===== src/rtl/bch_pkg.sv =====
// Shared BCH(63,51) constants and types for the encoder/decoder pair.
// Generator polynomial is given both in natural and in reciprocal (shift-register) form.
package bch_pkg;

    localparam int unsigned BCH_N    = 63;
    localparam int unsigned BCH_K    = 51;
    localparam int unsigned BCH_NPAR = BCH_N - BCH_K;

    localparam logic [6:0]  GF_POLY  = 7'b1000011;
    localparam logic [12:0] BCH_GEN  = 13'h1539;
    localparam logic [11:0] BCH_GREV = 12'h395;

    typedef enum logic {
        ST_MSG,
        ST_PARITY
    } t_bch_enc_state;

    // One division step of the remainder register; fb is the incoming bit XOR the register MSB.
    function automatic logic [11:0] lfsr_step(input logic [11:0] r, input logic fb);
        return {r[10:0], 1'b0} ^ (fb ? BCH_GREV : 12'h000);
    endfunction

endpackage


===== src/rtl/bch_parity_lfsr.sv =====
// 12-bit remainder register: divides the message by g*(x) while it streams in,
// then shifts the remainder out MSB-first as parity.
module bch_parity_lfsr
    import bch_pkg::*;
(
    input  logic clk,
    input  logic rst_n,
    input  logic clr,
    input  logic shift_msg,
    input  logic shift_par,
    input  logic din,
    output logic par_out
);

    logic [11:0] lfsr_q;
    logic [11:0] lfsr_d;

    // clr has priority so the final parity shift and the frame restart share one cycle.
    always_comb begin
        lfsr_d = lfsr_q;
        if (clr) begin
            lfsr_d = '0;
        end else if (shift_msg) begin
            lfsr_d = lfsr_step(lfsr_q, din ^ lfsr_q[11]);
        end else if (shift_par) begin
            lfsr_d = {lfsr_q[10:0], 1'b0};
        end
    end

    always_ff @(posedge clk or negedge rst_n) begin
        if (!rst_n) begin
            lfsr_q <= '0;
        end else begin
            lfsr_q <= lfsr_d;
        end
    end

    assign par_out = lfsr_q[11];

endmodule


===== src/rtl/bch_encoder.sv =====
// Systematic serial BCH(63,51) encoder: 51 message bits pass straight through,
// followed by 12 parity bits, through a single valid/ready output register.
module bch_encoder
    import bch_pkg::*;
(
    input  logic clk,
    input  logic rst_n,
    input  logic in_valid,
    input  logic in_data,
    output logic in_ready,
    output logic out_valid,
    output logic out_data,
    output logic out_last,
    input  logic out_ready
);

    localparam logic [5:0] LAST_MSG_CNT = 6'(BCH_K - 1);
    localparam logic [5:0] LAST_PAR_CNT = 6'(BCH_NPAR - 1);

    t_bch_enc_state state_q, state_d;
    logic [5:0]     cnt_q, cnt_d;
    logic           out_valid_q, out_valid_d;
    logic           out_data_q, out_data_d;
    logic           out_last_q, out_last_d;

    logic slot_free;
    logic in_ready_c;
    logic lfsr_clr;
    logic lfsr_shift_msg;
    logic lfsr_shift_par;
    logic par_bit;

    assign slot_free = !out_valid_q || out_ready;

    always_comb begin
        state_d        = state_q;
        cnt_d          = cnt_q;
        out_valid_d    = out_valid_q;
        out_data_d     = out_data_q;
        out_last_d     = out_last_q;
        in_ready_c     = 1'b0;
        lfsr_clr       = 1'b0;
        lfsr_shift_msg = 1'b0;
        lfsr_shift_par = 1'b0;

        case (state_q)
            ST_MSG: begin
                in_ready_c = slot_free && rst_n;
                if (in_valid && in_ready_c) begin
                    out_data_d     = in_data;
                    out_valid_d    = 1'b1;
                    out_last_d     = 1'b0;
                    lfsr_shift_msg = 1'b1;
                    if (cnt_q == LAST_MSG_CNT) begin
                        cnt_d   = '0;
                        state_d = ST_PARITY;
                    end else begin
                        cnt_d = cnt_q + 6'd1;
                    end
                end else if (slot_free) begin
                    out_valid_d = 1'b0;
                    out_last_d  = 1'b0;
                end
            end

            ST_PARITY: begin
                if (slot_free) begin
                    out_data_d     = par_bit;
                    out_valid_d    = 1'b1;
                    lfsr_shift_par = 1'b1;
                    if (cnt_q == LAST_PAR_CNT) begin
                        out_last_d = 1'b1;
                        cnt_d      = '0;
                        lfsr_clr   = 1'b1;
                        state_d    = ST_MSG;
                    end else begin
                        out_last_d = 1'b0;
                        cnt_d      = cnt_q + 6'd1;
                    end
                end
            end

            default: begin
                state_d = ST_MSG;
                cnt_d   = '0;
            end
        endcase
    end

    always_ff @(posedge clk or negedge rst_n) begin
        if (!rst_n) begin
            state_q     <= ST_MSG;
            cnt_q       <= '0;
            out_valid_q <= 1'b0;
            out_data_q  <= 1'b0;
            out_last_q  <= 1'b0;
        end else begin
            state_q     <= state_d;
            cnt_q       <= cnt_d;
            out_valid_q <= out_valid_d;
            out_data_q  <= out_data_d;
            out_last_q  <= out_last_d;
        end
    end

    bch_parity_lfsr u_lfsr (
        .clk       (clk),
        .rst_n     (rst_n),
        .clr       (lfsr_clr),
        .shift_msg (lfsr_shift_msg),
        .shift_par (lfsr_shift_par),
        .din       (in_data),
        .par_out   (par_bit)
    );

    assign in_ready  = in_ready_c;
    assign out_valid = out_valid_q;
    assign out_data  = out_data_q;
    assign out_last  = out_last_q;

endmodule


===== config.mk =====
export PLATFORM = sky130hd
export DESIGN_NAME = bch_encoder
export DESIGN_NICKNAME = d
export VERILOG_FILES = /design/src/rtl/bch_pkg.sv /design/src/rtl/bch_parity_lfsr.sv /design/src/rtl/bch_encoder.sv
export SDC_FILE = /design/constraint.sdc
export NUM_CORES = 1
export LEC_CHECK = 0
export CORE_MARGIN = 1.5
export CORE_UTILIZATION = 30
export CTS_CLUSTER_DIAMETER = 80
export CTS_CLUSTER_SIZE = 25
export DETAILED_ROUTE_END_ITERATION = 8
export GPL_ROUTABILITY_DRIVEN = 1
export HOLD_SLACK_MARGIN = 0.02
export RECOVER_POWER = 50
export REMOVE_ABC_BUFFERS = 1
export SLEW_MARGIN = 10
export SYNTH_ARGS = -nofsm -noshare
export SYNTH_HDL_FRONTEND = slang
export SYNTH_SLANG_ARGS = --single-unit
export TNS_END_PERCENT = 30

===== constraint.sdc =====
create_clock -name clk -period 2 [get_ports clk]
set_input_delay 0.6 -clock clk [delete_from_list [all_inputs] [get_ports clk]]
set_output_delay 0.6 -clock clk [all_outputs]
set_load 0.1 [all_outputs]

Word level (Yosys, flattened, before mapping)
Index checks and enable logic that the tools add are counted.
Word-level totals
  word-level logic and storage cells: 54
  flip-flop bits (word level): 22
  output and inout port bits: 4
  bits of input ports: 5
Cells by class
  multiplexer cells: 32
  bitwise operators: 3
  add/sub/neg operators: 1
  eq/ne operators: 5
  reductions and logical operators: 7
Operators with widths (count)
  12-bit 2-to-1 mux: 3
  6-bit 2-to-1 mux: 4
  1-bit 2-to-1 mux: 19
  6-bit one-hot mux with 2 select lines: 1
  12-bit XOR: 1
  10-bit 2-to-1 mux: 1
  1-bit one-hot mux with 2 select lines: 4
  6-bit by 1-bit adder with 6-bit output, second input constant: 1
  6-bit by 4-bit equality test with 1-bit output, second input constant: 1
  6-bit equality test, second input constant: 1
  2-bit AND reduction: 2
  3-bit inequality test, second input constant: 1
  3-bit nonzero test: 1
  1-bit logical AND: 2
  2-bit by 1-bit inequality test with 1-bit output, second input constant: 1
  2-bit inequality test, second input constant: 1
  1-bit logical NOT: 1
  1-bit logical OR: 1
  1-bit NOT: 1
  1-bit XOR: 1

Logic depth before layout (Yosys ltp)
Gate-level depths: netlist (run 1).
  depth in word-level cells: 8
  mapped depth: 6
  mapped depth without buffers: 6

Cells and area by module
From an unflattened synthesis (run 1), not the netlist that was laid out.
Second synthesis, totals
  cell total of the unflattened synthesis: 122
  area total of the unflattened synthesis: 1179.9 um^2
By module, submodules not included
  bch_parity_lfsr: area an instance 596.8 um^2, instances 1, seq. area each 300.3 um^2, cells each 59
  bch_encoder: area an instance 583.1 um^2, instances 1, seq. area each 250.2 um^2, cells each 63

Least setup slack after synthesis (run 1)
No wires, ideal clock.
  kind: reg2out
  start point: register out_valid_q (netlist: out_valid)
  end point: output port in_ready
  buffers on the path: 0
  required time: 1400 ps
  arrival time: 1797 ps
  setup slack: -397 ps
  cell stages (with the launch flop): 3
  cell sequence: dfrtp_1 > nand2b_1 > and2_1
Between the ends
  longest elaborated chain between the ends: 4
Ends and longest elaborated chain
  start: declaration: line bch_encoder.sv:22  | logic out_valid_q, out_valid_d;
  start signal: assignment: line bch_encoder.sv:100  | out_valid_q <= out_valid_d;
  1-bit logical NOT: line bch_encoder.sv:33  | assign slot_free = !out_valid_q || out_ready;
  1-bit logical OR: line bch_encoder.sv:33
  1-bit logical AND: line bch_encoder.sv:48  | in_ready_c = slot_free && rst_n;
  1-bit 2-to-1 mux: line bch_encoder.sv:46  | case (state_q)
  end: declaration: line bch_encoder.sv:10  | output logic in_ready,
Every way passes these cells.

Worst setup path in the final report (run 1)
  start point: input port in_valid
  end point: register cnt_q[5]
Between the ends
  longest elaborated chain between the ends: 3
Ends and longest elaborated chain
  start: declaration: line bch_encoder.sv:8  | input logic in_valid,
  1-bit logical AND: line bch_encoder.sv:49  | if (in_valid && in_ready_c) begin
  2-bit inequality test (no line)
  2-bit AND reduction (no line)
  end signal: assignment: line bch_encoder.sv:99  | cnt_q <= cnt_d;
  end: declaration: line bch_encoder.sv:21  | logic [5:0] cnt_q, cnt_d;
Every way passes these cells.
A chain may end at the register's enable or synchronous reset.

==> flow_metrics.env, run 1 <==
export IMPL_drc=0
export IMPL_cts_sinks=22
export IMPL_die_height_um=61.2
export IMPL_layout_min_cycle_time_ps=1890
export IMPL_rows=20
export IMPL_drive_gt1_share_pct=21.4
export IMPL_leakage_nw=0.599
export IMPL_die_w_um=61.2
export IMPL_powerDensity_nw_per_um2=1400
export IMPL_track_usage_pct=12.7
export IMPL_cts_tree="built"
export IMPL_peakVddDrop_mv=0.331
export IMPL_dieArea_um2=3740
export IMPL_crit_slowest_cell="or4_1"
export IMPL_diodes=0
export IMPL_place_gp_congestion=0.760
export IMPL_synthesis_area_um2=1020
export IMPL_synth_distinct_cells=30
export IMPL_clk_latency_ps=310
export IMPL_final_area_um2=1320
export IMPL_arrival_ps=2130
export IMPL_wl_per_cell_um=12.2
export IMPL_worstRegToRegCells=4
export IMPL_io_pins=9
export IMPL_setup_tns_ps=0
export IMPL_ctsHoldBuffers=0
export IMPL_ys_seq_elements=22
export IMPL_nFillCells=292
export IMPL_syn_inst=89
export IMPL_post_place_ws_ps=-339
export IMPL_root_buffer="clkbuf_4"
export IMPL_grt_overflow_total=0
export IMPL_ff2ff_setup_slack_ps=310
export IMPL_instances_no_fill=156
export IMPL_final_net_count=120
export IMPL_hp_class="input pin to async pin"
export IMPL_synth_compound_area_share_pct=17.6
export IMPL_cts_buffers=3
export IMPL_drtIter0Drc=28
export IMPL_rr_startpoint="out_valid"
export IMPL_path_max_fanout=4
export IMPL_cts_max_level=1
export IMPL_core_area_um2=3130
export IMPL_dp_hpwl_um=1440
export IMPL_r2r_end="cnt_q[5]"
export IMPL_synth_seq_area_share_pct=54.2
export IMPL_run_status="finished, final reports clean"
export IMPL_io_buffer_count=8
export IMPL_synth_top_family_by_area="compound AO/OA/AOI/OAI gates"
export IMPL_worstPathCellList="clkdlybuf4s50_1 > a21oi_1 > or2_1 > or4_1 > a22oi_1"
export IMPL_slew_violations=0
export IMPL_maxSlewHeadroom_pct=68.0
export IMPL_via_per_inst=4.85
export IMPL_maxCapViolations=0
export IMPL_setup_viol=0
export IMPL_clk_path_buf_depth=2
export IMPL_p_total_w=0.00184
export IMPL_cp_end_kind="flop"
export IMPL_area_delta_synth_final_pct=30.0
export IMPL_synth_top_area_share_pct=54.2
export IMPL_ant_nets=0
export IMPL_drtPass1Iterations=4
export IMPL_placed_area_um2=1270
export IMPL_synth_top_cell_by_area="dfrtp_1"
export IMPL_antenna_found_initial=0
export IMPL_cts_clk_slew_worst_paths_ps=120
export IMPL_max_freq_ghz=0.529
export IMPL_grt_pass1_vias=779
export IMPL_grt_max_degree=14
export IMPL_cp_required_ps=2240
export IMPL_worst_pin_slew_ps=480
export IMPL_final_common_cell="dfrtp_1"
export IMPL_yosys_area_share_simple_pct=14.8
export IMPL_syn_avg_cell_area_um2=11.4
export IMPL_mostFrequentLayoutCells="22 x dfrtp_1, 11 x a22o_1, 11 x buf_4"
export IMPL_yosys_warnings=0
export IMPL_post_synth_fa_ha_maj_area_fraction_pct=2.46
export IMPL_synth_xor_area_share_pct=7.76
export IMPL_via_count=756
export IMPL_period_share_pct=94.5
export IMPL_grt_setup_unrepaired="no"
export IMPL_grt_pass1_wl_um=3480
export IMPL_synth_mux_area_share_pct=0.985
export IMPL_synth_area_leaders="dfrtp_1 54%, a22o_1 9.5%, xnor2_1 6.9%"
export IMPL_timing_final_ws_setup_ps=110
export IMPL_start_util_pct=32.5
export IMPL_hold_violations=0
export IMPL_max_stage_delay_ps=530
export IMPL_path_class="input pin to flop"
export IMPL_wirelength_um=1910
export IMPL_cp_start_kind="input pin"
export IMPL_clock_skew_ps=2.70
export IMPL_place_inst=151
cell families after synthesis:
family | after synthesis
AND/OR/NAND/NOR | 27
AO/OA/AOI/OAI | 23
flip-flops | 22
XOR/XNOR | 9
buffers and inverters | 5
adder cells (fa/ha/maj) | 2
multiplexers | 1
stage by stage:
step | hold WS, ps | util, %
6_report | 266 | 42.2
3_5_place_dp | 468 | 40.7
5_1_grt | 282 | 42.2
4_1_cts | 386 | 43.0
2_1_floorplan | 304 | -
3_3_place_gp | 459 | 40.7
cell type report:
cell class / instances / area, um^2 / share of cell area (%)
multi-input combinational: 62 / 448 / 33.9
sequential: 22 / 551 / 41.7
clock inverter: 1 / 30.0 / 2.27
clock buffer: 3 / 22.5 / 1.70
inverter: 2 / 7.51 / 0.568
tap: 44 / 55.1 / 4.17
timing repair buffer: 22 / 208 / 15.7
how the worst max path moves through the flow:
stage,slack (ps),depth (start not counted),endpoint,startpoint
floorplan,-400,2,in_ready,out_valid
global placement,-300,4,in_ready,rst_n
detailed placement,-340,5,u_lfsr.lfsr_q[3],rst_n
CTS,4,4,in_ready,rst_n
global route,50,5,cnt_q[5],in_valid
finish,110,5,cnt_q[5],in_valid
registers in the layout, indices dropped and copies added, names as in the netlist:
name,cells
u_lfsr.lfsr_q,12
out_last,1
out_data,1
state_q,1
out_valid,1
cnt_q,6
critical path, delay by kind of cell:
kind | cells | cell delay [ps]
compound gates | 2 | 240
simple gates | 2 | 800
buf+inv | 1 | 480
cells in the mapped netlist:
library cell / count
a21o_1: 1
or4_1: 1
nand2_1: 8
and2_1: 1
nand4_1: 1
buf_2: 3
ha_1: 2
mux2i_1: 1
and4_1: 1
nor3_1: 2
nor3b_1: 1
a21oi_1: 3
nand4b_1: 1
dfrtp_1: 22
a32o_1: 1
nand2b_1: 1
inv_1: 2
xor2_1: 1
or2_1: 1
a21oi_2: 1
o31ai_1: 2
nor2_1: 4
a22o_1: 11
nor2b_1: 2
nand3_1: 2
a41oi_1: 1
o21ai_0: 2
xnor2_1: 8
nor4b_2: 1
a22oi_1: 1
timing repair:
| action | 4_1_cts | 5_1_grt |
|---|---|---|
| pin swaps | 0 | 0 |
| gates resized for setup | 6 | 2 |
| setup endpoints to repair | 12 | 12 |
| buffers inserted | 1 | 0 |
power breakdown:
part	internal [W]	total (W)	switching, W
Sequential	0.000615	0.000777	0.000162
Clock	0.000203	0.000337	0.000134
Combinational	0.000348	0.000730	0.000382
per-layer routing:
metal	GRT usage [%]	up-vias	part of all wire, %
met5	0	-	0
met4	6.21	0	1.6
met3	2.73	4	2.4
met2	20.5	10	48
met1	16.0	372	48
li1	-	370	-
Note: power is estimated with default switching activity, not from simulation.
==> run 2, diff against run 1 <==
--- a/config.mk
+++ b/config.mk
@@ -5,13 +5,16 @@
 export SDC_FILE = /design/constraint.sdc
 export NUM_CORES = 1
 export LEC_CHECK = 0
+export CELL_PAD_IN_SITES_DETAIL_PLACEMENT = 1
+export CELL_PAD_IN_SITES_GLOBAL_PLACEMENT = 1
 export CORE_MARGIN = 1.5
-export CORE_UTILIZATION = 30
+export CORE_UTILIZATION = 44
 export CTS_CLUSTER_DIAMETER = 80
 export CTS_CLUSTER_SIZE = 25
 export DETAILED_ROUTE_END_ITERATION = 8
 export GPL_ROUTABILITY_DRIVEN = 1
 export HOLD_SLACK_MARGIN = 0.02
+export PLACE_DENSITY_LB_ADDON = 0.1
 export RECOVER_POWER = 50
 export REMOVE_ABC_BUFFERS = 1
 export SLEW_MARGIN = 10
==> run 2 against run 1 <==
Against the previous run:
- critical path depth decreased by 1
- maximum frequency is 3.7% lower
- total power grew 3.6%
- via count grew 4.0%
- critical endpoint is now in_ready
==> flow_metrics.env, run 2 (same netlist as run 1, synthesis figures left out) <==
export IMPL_run_status="finished, final reports clean"
export IMPL_worstRegToRegCells=4
export IMPL_maxCapViolations=0
export IMPL_arrival_ps=1360
export IMPL_area_delta_synth_final_pct=31.7
export IMPL_root_buffer="clkbuf_4"
export IMPL_place_gp_congestion=0.786
export IMPL_setup_viol=0
export IMPL_cts_max_level=1
export IMPL_multiInputGateArea_um2=468
export IMPL_largest_register_ffs=12
export IMPL_period_share_pct=98.1
export IMPL_clk_latency_ps=320
export IMPL_regMostFlops="u_lfsr.lfsr_q"
export IMPL_max_stage_delay_ps=250
export IMPL_via_per_inst=5.61
export IMPL_final_common_cell="dfrtp_1"
export IMPL_p_total_w=0.00191
export IMPL_core_area_um2=2190
export IMPL_io_pins=9
export IMPL_grt_pass1_vias=833
export IMPL_die_w_um=51.1
export IMPL_cp_end_kind="output pin"
export IMPL_final_area_um2=1340
export IMPL_worstPathCellList="clkdlybuf4s15_1 > nor2b_4 > and2_4 > buf_12"
export IMPL_wirelength_um=2360
export IMPL_grt_max_degree=17
export IMPL_drc=0
export IMPL_leakage_nw=0.616
export IMPL_cp_required_ps=1400
export IMPL_worst_pin_slew_ps=429
export IMPL_mostFrequentLayoutCells="22 x dfrtp_1, 14 x buf_4, 11 x a22o_1"
export IMPL_layout_min_cycle_time_ps=1960
export IMPL_grt_overflow_total=0
export IMPL_cp_start_kind="input pin"
export IMPL_rows=17
export IMPL_crit_slowest_cell="clkdlybuf4s15_1"
export IMPL_r2r_end="cnt_q[5]"
export IMPL_ff2ff_setup_slack_ps=290
export IMPL_cts_tree="built"
export IMPL_track_usage_pct=22.5
export IMPL_ant_nets=0
export IMPL_cts_sinks=22
export IMPL_final_net_count=120
export IMPL_wl_per_cell_um=16.9
export IMPL_max_freq_ghz=0.510
export IMPL_biggestRegsByFlops="u_lfsr.lfsr_q (12), cnt_q (6)"
export IMPL_peakVddDrop_mv=0.996
export IMPL_sequential_cell_area_um2=551
export IMPL_start_util_pct=46.4
export IMPL_clk_path_buf_depth=2
export IMPL_grt_setup_unrepaired="yes"
export IMPL_path_class="input pin to output pin"
export IMPL_grt_pass1_wl_um=4180
export IMPL_powerDensity_nw_per_um2=1430
export IMPL_dp_hpwl_um=1660
export IMPL_io_buffer_count=8
export IMPL_hold_violations=0
export IMPL_hp_class="input pin to async pin"
export IMPL_rr_startpoint="out_valid"
export IMPL_dieArea_um2=2610
export IMPL_placed_area_um2=1250
export IMPL_clock_skew_ps=6.55
export IMPL_drtIter0Drc=12
export IMPL_diodes=0
export IMPL_final_util_pct=61.1
export IMPL_drtPass1Iterations=4
export IMPL_maxSlewHeadroom_pct=71.3
export IMPL_nFillCells=234
export IMPL_cts_clk_slew_worst_paths_ps=120
export IMPL_cts_buffers=3
export IMPL_via_count=786
export IMPL_drive_gt1_share_pct=25.9
export IMPL_path_max_fanout=4
export IMPL_antenna_found_initial=0
export IMPL_die_height_um=51.1
export IMPL_slew_violations=0
[run 2: cell count changes in the layout (fill, tap and decap cells not counted), sizes merged]
cell           change
clkdlybuf4s15      +1
clkbuf             -4
buf                +3
[run 2: how the worst max path moves through the flow]
| stage | to | slack, ps | startpoint |
|---|---|---|---|
| floorplan | in_ready | -400 | out_valid |
| global placement | in_ready | -280 | rst_n |
| detailed placement | u_lfsr.lfsr_q[6] | -340 | out_ready |
| CTS | in_ready | 8 | rst_n |
| global route | in_ready | -10 | rst_n |
| finish | in_ready | 40 | rst_n |
[run 2: timing repair]
action	CTS	global route
hold buffers	0	0
gates resized for setup	6	3
endpoints found under the setup margin	2	13
hold endpoints to repair	0	0
buffers inserted	1	0
[run 2: cell type report]
type,count,share of cell area [%]
Sequential cell,22,41.2
Multi-Input combinational cell,62,35.0
Inverter,2,0.561
Timing Repair Buffer,22,16.7
Clock inverter,1,2.25
Tap cell,28,2.62
Clock buffer,3,1.68
[run 2: per-layer routing]
| metal | GRT usage (%) | part of all wire [%] | up-vias |
|---|---|---|---|
| met5 | 0 | 0 | - |
| met4 | 10.8 | 1.9 | 0 |
| met3 | 2.63 | 2.1 | 5 |
| met2 | 37.0 | 51 | 10 |
| met1 | 29.5 | 45 | 402 |
| li1 | - | - | 369 |
[run 2: per-stage QoR]
stage	setup TNS, ps	setup slack [ps]	instances	hold slack, ps
floorplan	-3650	-397	86	304
global placement	-3410	-283	135	458
detailed placement	-4170	-342	135	476
CTS	0	8.07	140	399
global route	-10.5	-10.5	140	391
finish	0	38.1	140	373
[run 2: critical path, delay by kind of cell]
family        cells  cell delay (ps)
simple gates      2              340
buf+inv           2              410
[run 2: power by group]
part	total (W)	switching, W	internal, W
combinational	0.000768	0.000406	0.000362
sequential	0.000791	0.000176	0.000615
clock	0.000350	0.000147	0.000203
